**src/rtl/acc_quant_v3.sv**
```systemverilog
// Per-column psum accumulator with rounding requantizer, saturation and ReLU.
// Accumulates several K-tile passes per column, then emits DATA_WIDTH results.
module acc_quant_v3 #(
    parameter int PE_SIZE    = 4,
    parameter int DATA_WIDTH = 8,
    parameter int PSUM_WIDTH = 32,
    parameter int ACC_DEPTH  = 16,
    parameter int PASS_W     = 8,
    parameter int SHIFT_W    = 5
) (
    input  logic                             clk,
    input  logic                             rst,
    input  logic                             start_i,
    input  logic [PASS_W-1:0]                cfg_passes_i,
    input  logic [$clog2(ACC_DEPTH):0]       cfg_rows_i,
    input  logic [SHIFT_W-1:0]               cfg_shift_i,
    input  logic                             cfg_relu_i,
    input  logic [PE_SIZE-1:0]               psum_valid_i,
    input  logic [PSUM_WIDTH*PE_SIZE-1:0]    psum_row_i,
    output logic [DATA_WIDTH*PE_SIZE-1:0]    ofmap_row_o,
    output logic [PE_SIZE-1:0]               ofmap_valid_o,
    output logic                             busy_o,
    output logic                             done_o,
    output logic                             ovf_o
);

    localparam int AW = $clog2(ACC_DEPTH);
    localparam int PW = PSUM_WIDTH;
    localparam int DW = DATA_WIDTH;

    localparam logic [AW:0]        ROWS_MAX = (AW+1)'(ACC_DEPTH);
    localparam logic [AW:0]        ROW_ONE  = (AW+1)'(1);
    localparam logic [AW-1:0]      RP_ONE   = AW'(1);
    localparam logic [PASS_W-1:0]  PC_ONE   = PASS_W'(1);
    localparam logic [SHIFT_W-1:0] SH_ONE   = SHIFT_W'(1);

    typedef enum logic [1:0] {
        S_IDLE,
        S_RUN,
        S_DONE
    } state_t;

    state_t              r_state;
    logic [PASS_W-1:0]   r_passes;
    logic [AW:0]         r_rows;
    logic [SHIFT_W-1:0]  r_shift;
    logic                r_relu;
    logic                r_busy;
    logic                r_done;
    logic                r_ovf;

    logic                w_accept;
    logic                w_run;
    logic [PASS_W-1:0]   w_passes_n;
    logic [AW:0]         w_rows_n;
    logic [PE_SIZE-1:0]  w_fin;
    logic [PE_SIZE-1:0]  w_sat;

    assign w_accept = start_i && (r_state == S_IDLE);
    assign w_run    = (r_state == S_RUN);

    // Out-of-range job sizes fall back to the nearest legal value.
    always_comb begin
        w_passes_n = cfg_passes_i;
        if (cfg_passes_i == '0) begin
            w_passes_n = PC_ONE;
        end
        w_rows_n = cfg_rows_i;
        if (cfg_rows_i == '0 || cfg_rows_i > ROWS_MAX) begin
            w_rows_n = ROWS_MAX;
        end
    end

    always_ff @(posedge clk) begin
        if (rst) begin
            r_state  <= S_IDLE;
            r_passes <= '0;
            r_rows   <= '0;
            r_shift  <= '0;
            r_relu   <= 1'b0;
            r_busy   <= 1'b0;
            r_done   <= 1'b0;
            r_ovf    <= 1'b0;
        end else begin
            r_done <= 1'b0;
            if (w_accept) begin
                r_ovf <= 1'b0;
            end else if (|w_sat) begin
                r_ovf <= 1'b1;
            end
            unique case (r_state)
                S_IDLE: begin
                    if (start_i) begin
                        r_passes <= w_passes_n;
                        r_rows   <= w_rows_n;
                        r_shift  <= cfg_shift_i;
                        r_relu   <= cfg_relu_i;
                        r_busy   <= 1'b1;
                        r_state  <= S_RUN;
                    end
                end
                S_RUN: begin
                    if (&w_fin) begin
                        r_done  <= 1'b1;
                        r_state <= S_DONE;
                    end
                end
                S_DONE: begin
                    r_busy  <= 1'b0;
                    r_state <= S_IDLE;
                end
                default: r_state <= S_IDLE;
            endcase
        end
    end

    assign busy_o = r_busy;
    assign done_o = r_done;
    assign ovf_o  = r_ovf;

    for (genvar j = 0; j < PE_SIZE; j++) begin : g_col
        logic [PW-1:0]          r_buf [ACC_DEPTH];
        logic [AW-1:0]          r_rp;
        logic [PASS_W-1:0]      r_pc;
        logic                   r_fin;
        logic                   r_oval;
        logic [DW-1:0]          r_q;

        logic                   w_hit;
        logic                   w_first;
        logic                   w_last;
        logic                   w_wrap;
        logic                   w_acc_ovf;
        logic                   w_q_ovf;
        logic [PW-1:0]          w_psum;
        logic [PW-1:0]          w_fb;
        logic [PW-1:0]          w_acc;
        logic signed [PW:0]     w_sum;
        logic signed [PW:0]     w_rc;
        logic signed [PW:0]     w_rnd;
        logic signed [PW:0]     w_shr;
        logic [PW-DW+1:0]       w_hi;
        logic [DW-1:0]          w_q;

        assign w_psum  = psum_row_i[PW*j +: PW];
        assign w_hit   = w_run && psum_valid_i[j] && !r_fin;
        assign w_first = (r_pc == '0);
        assign w_last  = (r_pc == r_passes - PC_ONE);
        assign w_wrap  = ({1'b0, r_rp} == r_rows - ROW_ONE);
        assign w_fb    = w_first ? '0 : r_buf[r_rp];

        always_comb begin
            w_sum     = {w_fb[PW-1], w_fb} + {w_psum[PW-1], w_psum};
            w_acc_ovf = (w_sum[PW] != w_sum[PW-1]);
            w_acc     = w_sum[PW-1:0];
            if (w_acc_ovf) begin
                w_acc = w_sum[PW] ? {1'b1, {(PW-1){1'b0}}}
                                  : {1'b0, {(PW-1){1'b1}}};
            end
            // One guard bit keeps the rounding add from wrapping.
            w_rc = '0;
            if (r_shift != '0) begin
                w_rc = (PW+1)'(1) << (r_shift - SH_ONE);
            end
            w_rnd   = {w_acc[PW-1], w_acc} + w_rc;
            w_shr   = w_rnd >>> r_shift;
            w_hi    = w_shr[PW:DW-1];
            w_q_ovf = !((w_hi == '0) || (&w_hi));
            w_q     = w_shr[DW-1:0];
            if (w_q_ovf) begin
                w_q = w_shr[PW] ? {1'b1, {(DW-1){1'b0}}}
                                : {1'b0, {(DW-1){1'b1}}};
            end
            if (r_relu && w_q[DW-1]) begin
                w_q = '0;
            end
        end

        assign w_sat[j] = w_hit && (w_acc_ovf || (w_last && w_q_ovf));
        assign w_fin[j] = r_fin;

        always_ff @(posedge clk) begin
            if (w_hit && !w_last) begin
                r_buf[r_rp] <= w_acc;
            end
        end

        always_ff @(posedge clk) begin
            if (rst) begin
                r_rp   <= '0;
                r_pc   <= '0;
                r_fin  <= 1'b0;
                r_oval <= 1'b0;
                r_q    <= '0;
            end else begin
                r_oval <= w_hit && w_last;
                if (w_accept) begin
                    r_rp  <= '0;
                    r_pc  <= '0;
                    r_fin <= 1'b0;
                end else if (w_hit) begin
                    if (w_last) begin
                        r_q <= w_q;
                    end
                    if (w_wrap) begin
                        r_rp <= '0;
                        r_pc <= r_pc + PC_ONE;
                        if (w_last) begin
                            r_fin <= 1'b1;
                        end
                    end else begin
                        r_rp <= r_rp + RP_ONE;
                    end
                end
            end
        end

        assign ofmap_row_o[DW*j +: DW] = r_q;
        assign ofmap_valid_o[j]        = r_oval;
    end

endmodule
```
**config.mk**
```make
export PLATFORM = sky130hd
export DESIGN_NAME = acc_quant_v3
export DESIGN_NICKNAME = d
export VERILOG_FILES = /design/src/rtl/acc_quant_v3.sv
export SDC_FILE = /design/constraint.sdc
export NUM_CORES = 2
export LEC_CHECK = 0
export BUFFER_PORTS_ARGS = -buffer_cell sky130_fd_sc_hd__buf_2
export CAP_MARGIN = 20
export CORE_UTILIZATION = 64
export CTS_CLUSTER_SIZE = 28
export DETAILED_ROUTE_END_ITERATION = 8
export GPL_TIMING_DRIVEN = 1
export PLACE_DENSITY_LB_ADDON = 0.05
export SKIP_CTS_REPAIR_TIMING = 1
export SLEW_MARGIN = 20
export SYNTH_ARGS = -nofsm -noshare
export SYNTH_HDL_FRONTEND = slang
export SYNTH_SLANG_ARGS = --single-unit
```
**constraint.sdc**
```tcl
create_clock -name clk -period 16.08 [get_ports clk]
set_input_delay 3.216 -clock clk [delete_from_list [all_inputs] [get_ports clk]]
set_output_delay 3.216 -clock clk [all_outputs]
set_load 0.03 [all_outputs]
```
# ---- Word-level counts from Yosys, hierarchy flattened
# Memories as Yosys holds them, arrays and structs flattened. A register that Yosys moved wholly into a read port is not among the register bits.
# Index checks and enable logic that the tools add are counted.
dict set report classes {
  addsub 19
  order_cmp 1
  eq_ne 16
  shifts 5
  mux 53
  bitwise 2
  reduce_logical 86
}
# operator n
set op_table {}
lappend op_table {{$mux 32} 12}
lappend op_table {{$add 32x32->33} 4}
lappend op_table {{$add 33x33->33} 4}
lappend op_table {{$sshr 33x5->33} 4}
lappend op_table {{$logic_not 26->1} 4}
lappend op_table {{$mux 8} 13}
lappend op_table {{$reduce_and 26->1} 4}
lappend op_table {{$mux 4} 12}
lappend op_table {{$logic_not 8->1} 5}
lappend op_table {{$mux 33} 1}
lappend op_table {{$shl 1x5->33 const A} 1}
lappend op_table {{$add 8x1->8 const B} 4}
lappend op_table {{$eq 8x8->1} 4}
lappend op_table {{$logic_and 1x1->1} 29}
lappend op_table {{$reduce_and 3->1} 8}
lappend op_table {{$eq 4x5->1} 4}
lappend op_table {{$add 4x1->4 const B} 4}
lappend op_table {{$reduce_and 2->1} 7}
lappend op_table {{$logic_not 1->1} 12}
lappend op_table {{$mux 1} 10}
lappend op_table {{$sub 5x1->5 const B} 2}
lappend op_table {{$logic_or 1x1->1} 9}
lappend op_table {{$sub 8x1->8 const B} 1}
lappend op_table {{$gt 5x5->1 const B} 1}
lappend op_table {{17 further kinds} 23}
dict set report totals {
  regBits 112
  ram_bits 2048
  in_bits 154
  elab_cells 214
  memories 4
}
# memory words width rd rd_ports_with_merged_regs write_ports line
set memory_table {}
lappend memory_table {{g_col[0].r_buf} 16 32 1 1 1 122} ;# logic [PW-1:0] r_buf [ACC_DEPTH];
lappend memory_table {{g_col[1].r_buf} 16 32 1 1 1 122}
lappend memory_table {{g_col[2].r_buf} 16 32 1 1 1 122}
lappend memory_table {{g_col[3].r_buf} 16 32 1 1 1 122}

# ---- Longest topological paths before layout
dict set report depth {
  ltp_word 14
  ltp_mapped 45
  depth_no_buf 42
}

# ---- Least setup slack after synthesis
# Ideal clock, no wire load.
dict set report synth_timing {
  kind {input to register}
  startpoint {in psum_row_i[1]}
  endpoint {reg g_col[0].r_q[1]}
  setup_time_ns 0.087
  t_arrival_ns 12.104
  required_ns 15.993
  path_slack_ns 3.889
  stages 37
  n_path_buf 1
  cell_sequence {ha_1 a21o_1 a21o_1 a21o_1 a21o_1 a21oi_1 o21ai_0 a221oi_1 o21ai_0 a41oi_1 a21oi_1 a221o_1 o211a_1 nor2_1 xnor2_1 nor2_1 clkbuf_1 o21ai_0 ha_1 inv_1 fa_1 nand2b_1 a21oi_1 o211a_1 o21ai_2 o21ai_1 xor2_1 mux4_2 mux4_2 a21oi_1 o211ai_1 a2111o_1 nor4_1 o21a_1 nor3_1 o21a_1 o31ai_1}
}
dict set report synth_between {
  elab_chain_cells 10
}
# element line
set synth_rtl {}
lappend synth_rtl {{start: declaration} 19} ;# input logic [PSUM_WIDTH*PE_SIZE-1:0] psum_row_i,
lappend synth_rtl {{$add 32x32->33 (*)} 153} ;# w_sum = {w_fb[PW-1], w_fb} + {w_psum[PW-1], w_psum};
lappend synth_rtl {{$mux 32 or $ne 1x1->1 (tied branches)} {157, 154}}
lappend synth_rtl {{$mux 32 (*)} 156} ;# if (w_acc_ovf) begin
lappend synth_rtl {{net g_col[0].w_acc[0]} 137} ;# logic [PW-1:0] w_acc;
lappend synth_rtl {{$add 33x33->33 (*)} 165} ;# w_rnd = {w_acc[PW-1], w_acc} + w_rc;
lappend synth_rtl {{$sshr 33x5->33 (*)} 166} ;# w_shr = w_rnd >>> r_shift;
lappend synth_rtl {{$logic_not 26->1 or $reduce_and 26->1 (tied branches)} 168} ;# w_q_ovf = !((w_hi == '0) || (&w_hi));
lappend synth_rtl {{$logic_or 1x1->1} 168}
lappend synth_rtl {{$mux 8 (*)} 170} ;# if (w_q_ovf) begin
lappend synth_rtl {{$logic_and 1x1->1} 174} ;# if (r_relu && w_q[DW-1]) begin
lappend synth_rtl {{$mux 8 (*)} 174}
lappend synth_rtl {{end signal: assignment} 203} ;# r_q <= w_q;
lappend synth_rtl {{end: declaration} 127} ;# logic [DW-1:0] r_q;
# Mark *: on every way through the listed nets, which the timed path passes. The rest lies on a longest branch.
# A chain may end at the register's enable or synchronous reset.

==> results.ini <==
[synthesis]
synthArstFlopShare = 0
synthCells = 7662
synth_top_family_by_area = multiplexers
synth_nets = 8111
syn_area_per_cell_um2 = 14.3
synth_top_cell_by_area = edfxtp_1
synth_top_area_frac = 0.560
yosys_most_used_dff = edfxtp_1
synth_area_um2 = 110000
yosys_warnings = 0
synth-adder-area-share = 0.0360
yosysUniqueCellTypes = 112
synth_area_leaders = edfxtp_1, mux4_2, ha_1, dfxtp_1, a21oi_1
synth-xor-area-share = 0.0243
synthSimpleGateAreaFrac = 0.0833
synth_edf_count = 2048
yosysSeqAreaShare = 0.584
synth_mux_area_frac = 0.150
synth-seq-cells = 2176
synth_compound_area_frac = 0.102

[setup_path]
crit_path_top_delay_cell = a221oi_1
crit_fanout = 32
r2r_end = ovf_o$_SDFFE_PP0P_
r2r_setup_slack_ns = 2.00
crit_required_ns = 16.84
cpPeakStageDelay_ns = 0.94
endpoint = ovf_o$_SDFFE_PP0P_
cpMostUsedCell = a21oi_1
criticalPathCategory = reg2reg
setup.worst_path.start_class = flip-flop
cp.arrival_ns = 14.83
endpoint_kind = flip-flop
reg2reg_depth = 39

[sta]
timing.final.crit_period_ns = 14.08
fmax_mhz = 71.0
setup_viol = 0
fin_tns_setup_ns = 0
period_share = 0.875
finalHoldViolCount = 0
tightest_slew_ns = 1.31
drv_slew = 0
hold_ws_ns = 0.460
relSlewSlack = 0.127
rsz0062_at_grt = no
skew_ns = 0.0728

[grt]
grt_max_degree = 68
grt_use_total = 0.407
overflow = 0
gr-usage-met2 = 0.625
top_usage_layer = met2
grt_pass1_wl_mm = 508
antenna_found_initial = 26
grt.met3_usage = 0.0895
grt_pass1_vias = 74097
grt_use_met1 = 0.550

[clock_tree]
cts_tree = done
root_buffer = clkbuf_16
cts_made_buffers = 206
clock-sinks = 2176
cts_buffer_depth = 3
insertion_delay_ns = 0.91
clk_pin_slew_ns = 0.07
htreeDepth = 4

[worst_hold_path]
holdPathStages = 2
min_path_type = reg2reg

[detailed_routing]
drt_iter0_markers = 10466
vias_per_cell = 7.37
wl_per_cell_um = 34.4
vias = 75754
wl_mm = 353
drtAntennaViolNets = 0
drc = 0
drt_pre_antenna_iters = 8

[finish]
layout.nets = 8315
final_cell_mix = edfxtp_1, mux4_2, nand2_1, nor2_1, a21oi_1
utilization = 0.713
syn2layout_area_growth_pct = 10.3
stdcell_area_um2 = 121000
layout-drive-gt1-share = 0.211
layout_commonest_cell = edfxtp_1

[placed_design]
dpl_cell_area_um2 = 114000
portBuffers = 192
finalWeightedCongestion = 1.01
dp_hpwl_mm = 215

[floorplanning]
start_util = 0.646
die_y_um = 416
rows = 151
ios = 193
die_w_um = 416
dieArea_um2 = 173000
core_area_um2 = 170000

[power_and_ir_drop]
peakVddDrop_uv = 159
power.leakage_uw = 0.0404
powerDensity_nw_per_um2 = 103

[status]
run_status = complete, no violations

[job]
maxCapViolCount = 0

-- area by class of cell --
cell class	instances	area, um2
fillers	10538	48700
clock buffers	248	5460
clock inverters	134	1140
well taps	2218	2780
repair buffers	432	2770
multi-input cells	4912	44300
diodes	15	37.5
flip-flops and latches	2176	64100
inverters	138	524
-- registers in the layout (all words and copies together) (netlist names), named ones only --
signal and flops:
g_col.r_rp 16, done_o 1, ovf_o 1, r_shift 5, g_col.r_pc 32, g_col.r_oval 4, r_rows 5, g_col.r_buf 2048
r_state 2, r_relu 1, r_passes 8, g_col.r_fin 4, g_col.r_q 32, busy_o 1
-- per-layer routing --
layer	vias to the layer above	routed length [um]
li1	31221	-
met1	37721	129000
met2	5574	162000
met3	1212	41000
met4	26	21000
met5	-	160
-- critical path, delay by kind of cell, from the launching register on --
family | cells | cell delay, ns
compound gates | 21 | 7.20
xor+xnor | 1 | 0.28
flops | 1 | 0.76
mux | 2 | 1.03
fa+ha+maj | 3 | 0.98
simple gates | 10 | 2.97
buf+inv | 2 | 0.66
-- synth_stat cells, types with 129 or more instances --
cell type / n
edfxtp_1: 2048
mux4_2: 676
nor2_1: 488
nand2_1: 439
a21oi_1: 425
clkbuf_1: 301
ha_1: 287
o21ai_0: 279
xnor2_1: 175
nor3_1: 167
nor2b_1: 156
inv_1: 138
xor2_1: 129
-- cells by family (layout without fill, tap and decap cells) --
| group | count (synthesis) | in the layout |
|---|---|---|
| buf+inv | 574 | 952 |
| compound gates | 1641 | 1641 |
| mux | 802 | 802 |
| simple gates | 1850 | 1850 |
| xor+xnor | 304 | 304 |
| other cells | 0 | 15 |
| flops | 2176 | 2176 |
| fa+ha+maj | 315 | 315 |
-- per-stage QoR --
step	worst slack, ns	instances	power [uW]
finish	2.00	10273	12500
global route	1.29	10262	12700
CTS	1.93	10256	12400
detailed placement	1.28	9874	7690
global placement	1.61	9874	7670
floorplan	3.89	7662	7250
-- power by group --
group          internal, uW  total, uW  switching [uW]
combinational           461       1340             876
sequential             6260       6290            26.4
clock                  2650       4830            2180
total                  9370      12500            3080
-- worst min-delay path by stage --
stage | startpoint | endpoint | slack, ns
after floorplan | r_rows[1]$_SDFFE_PP0P_ | r_rows[1]$_SDFFE_PP0P_ | 0.45
after global placement | g_col[0].r_q[5]$_SDFFE_PP0P_ | g_col[0].r_q[5]$_SDFFE_PP0P_ | 0.44
after detailed placement | g_col[0].r_q[5]$_SDFFE_PP0P_ | g_col[0].r_q[5]$_SDFFE_PP0P_ | 0.45
after CTS | g_col[0].r_q[5]$_SDFFE_PP0P_ | g_col[0].r_q[5]$_SDFFE_PP0P_ | 0.46
after global routing | g_col[0].r_q[6]$_SDFFE_PP0P_ | g_col[0].r_q[6]$_SDFFE_PP0P_ | 0.49
final | g_col[0].r_q[0]$_SDFFE_PP0P_ | g_col[0].r_q[0]$_SDFFE_PP0P_ | 0.46
No activity file was read; power rests on OpenSTA's default activity.
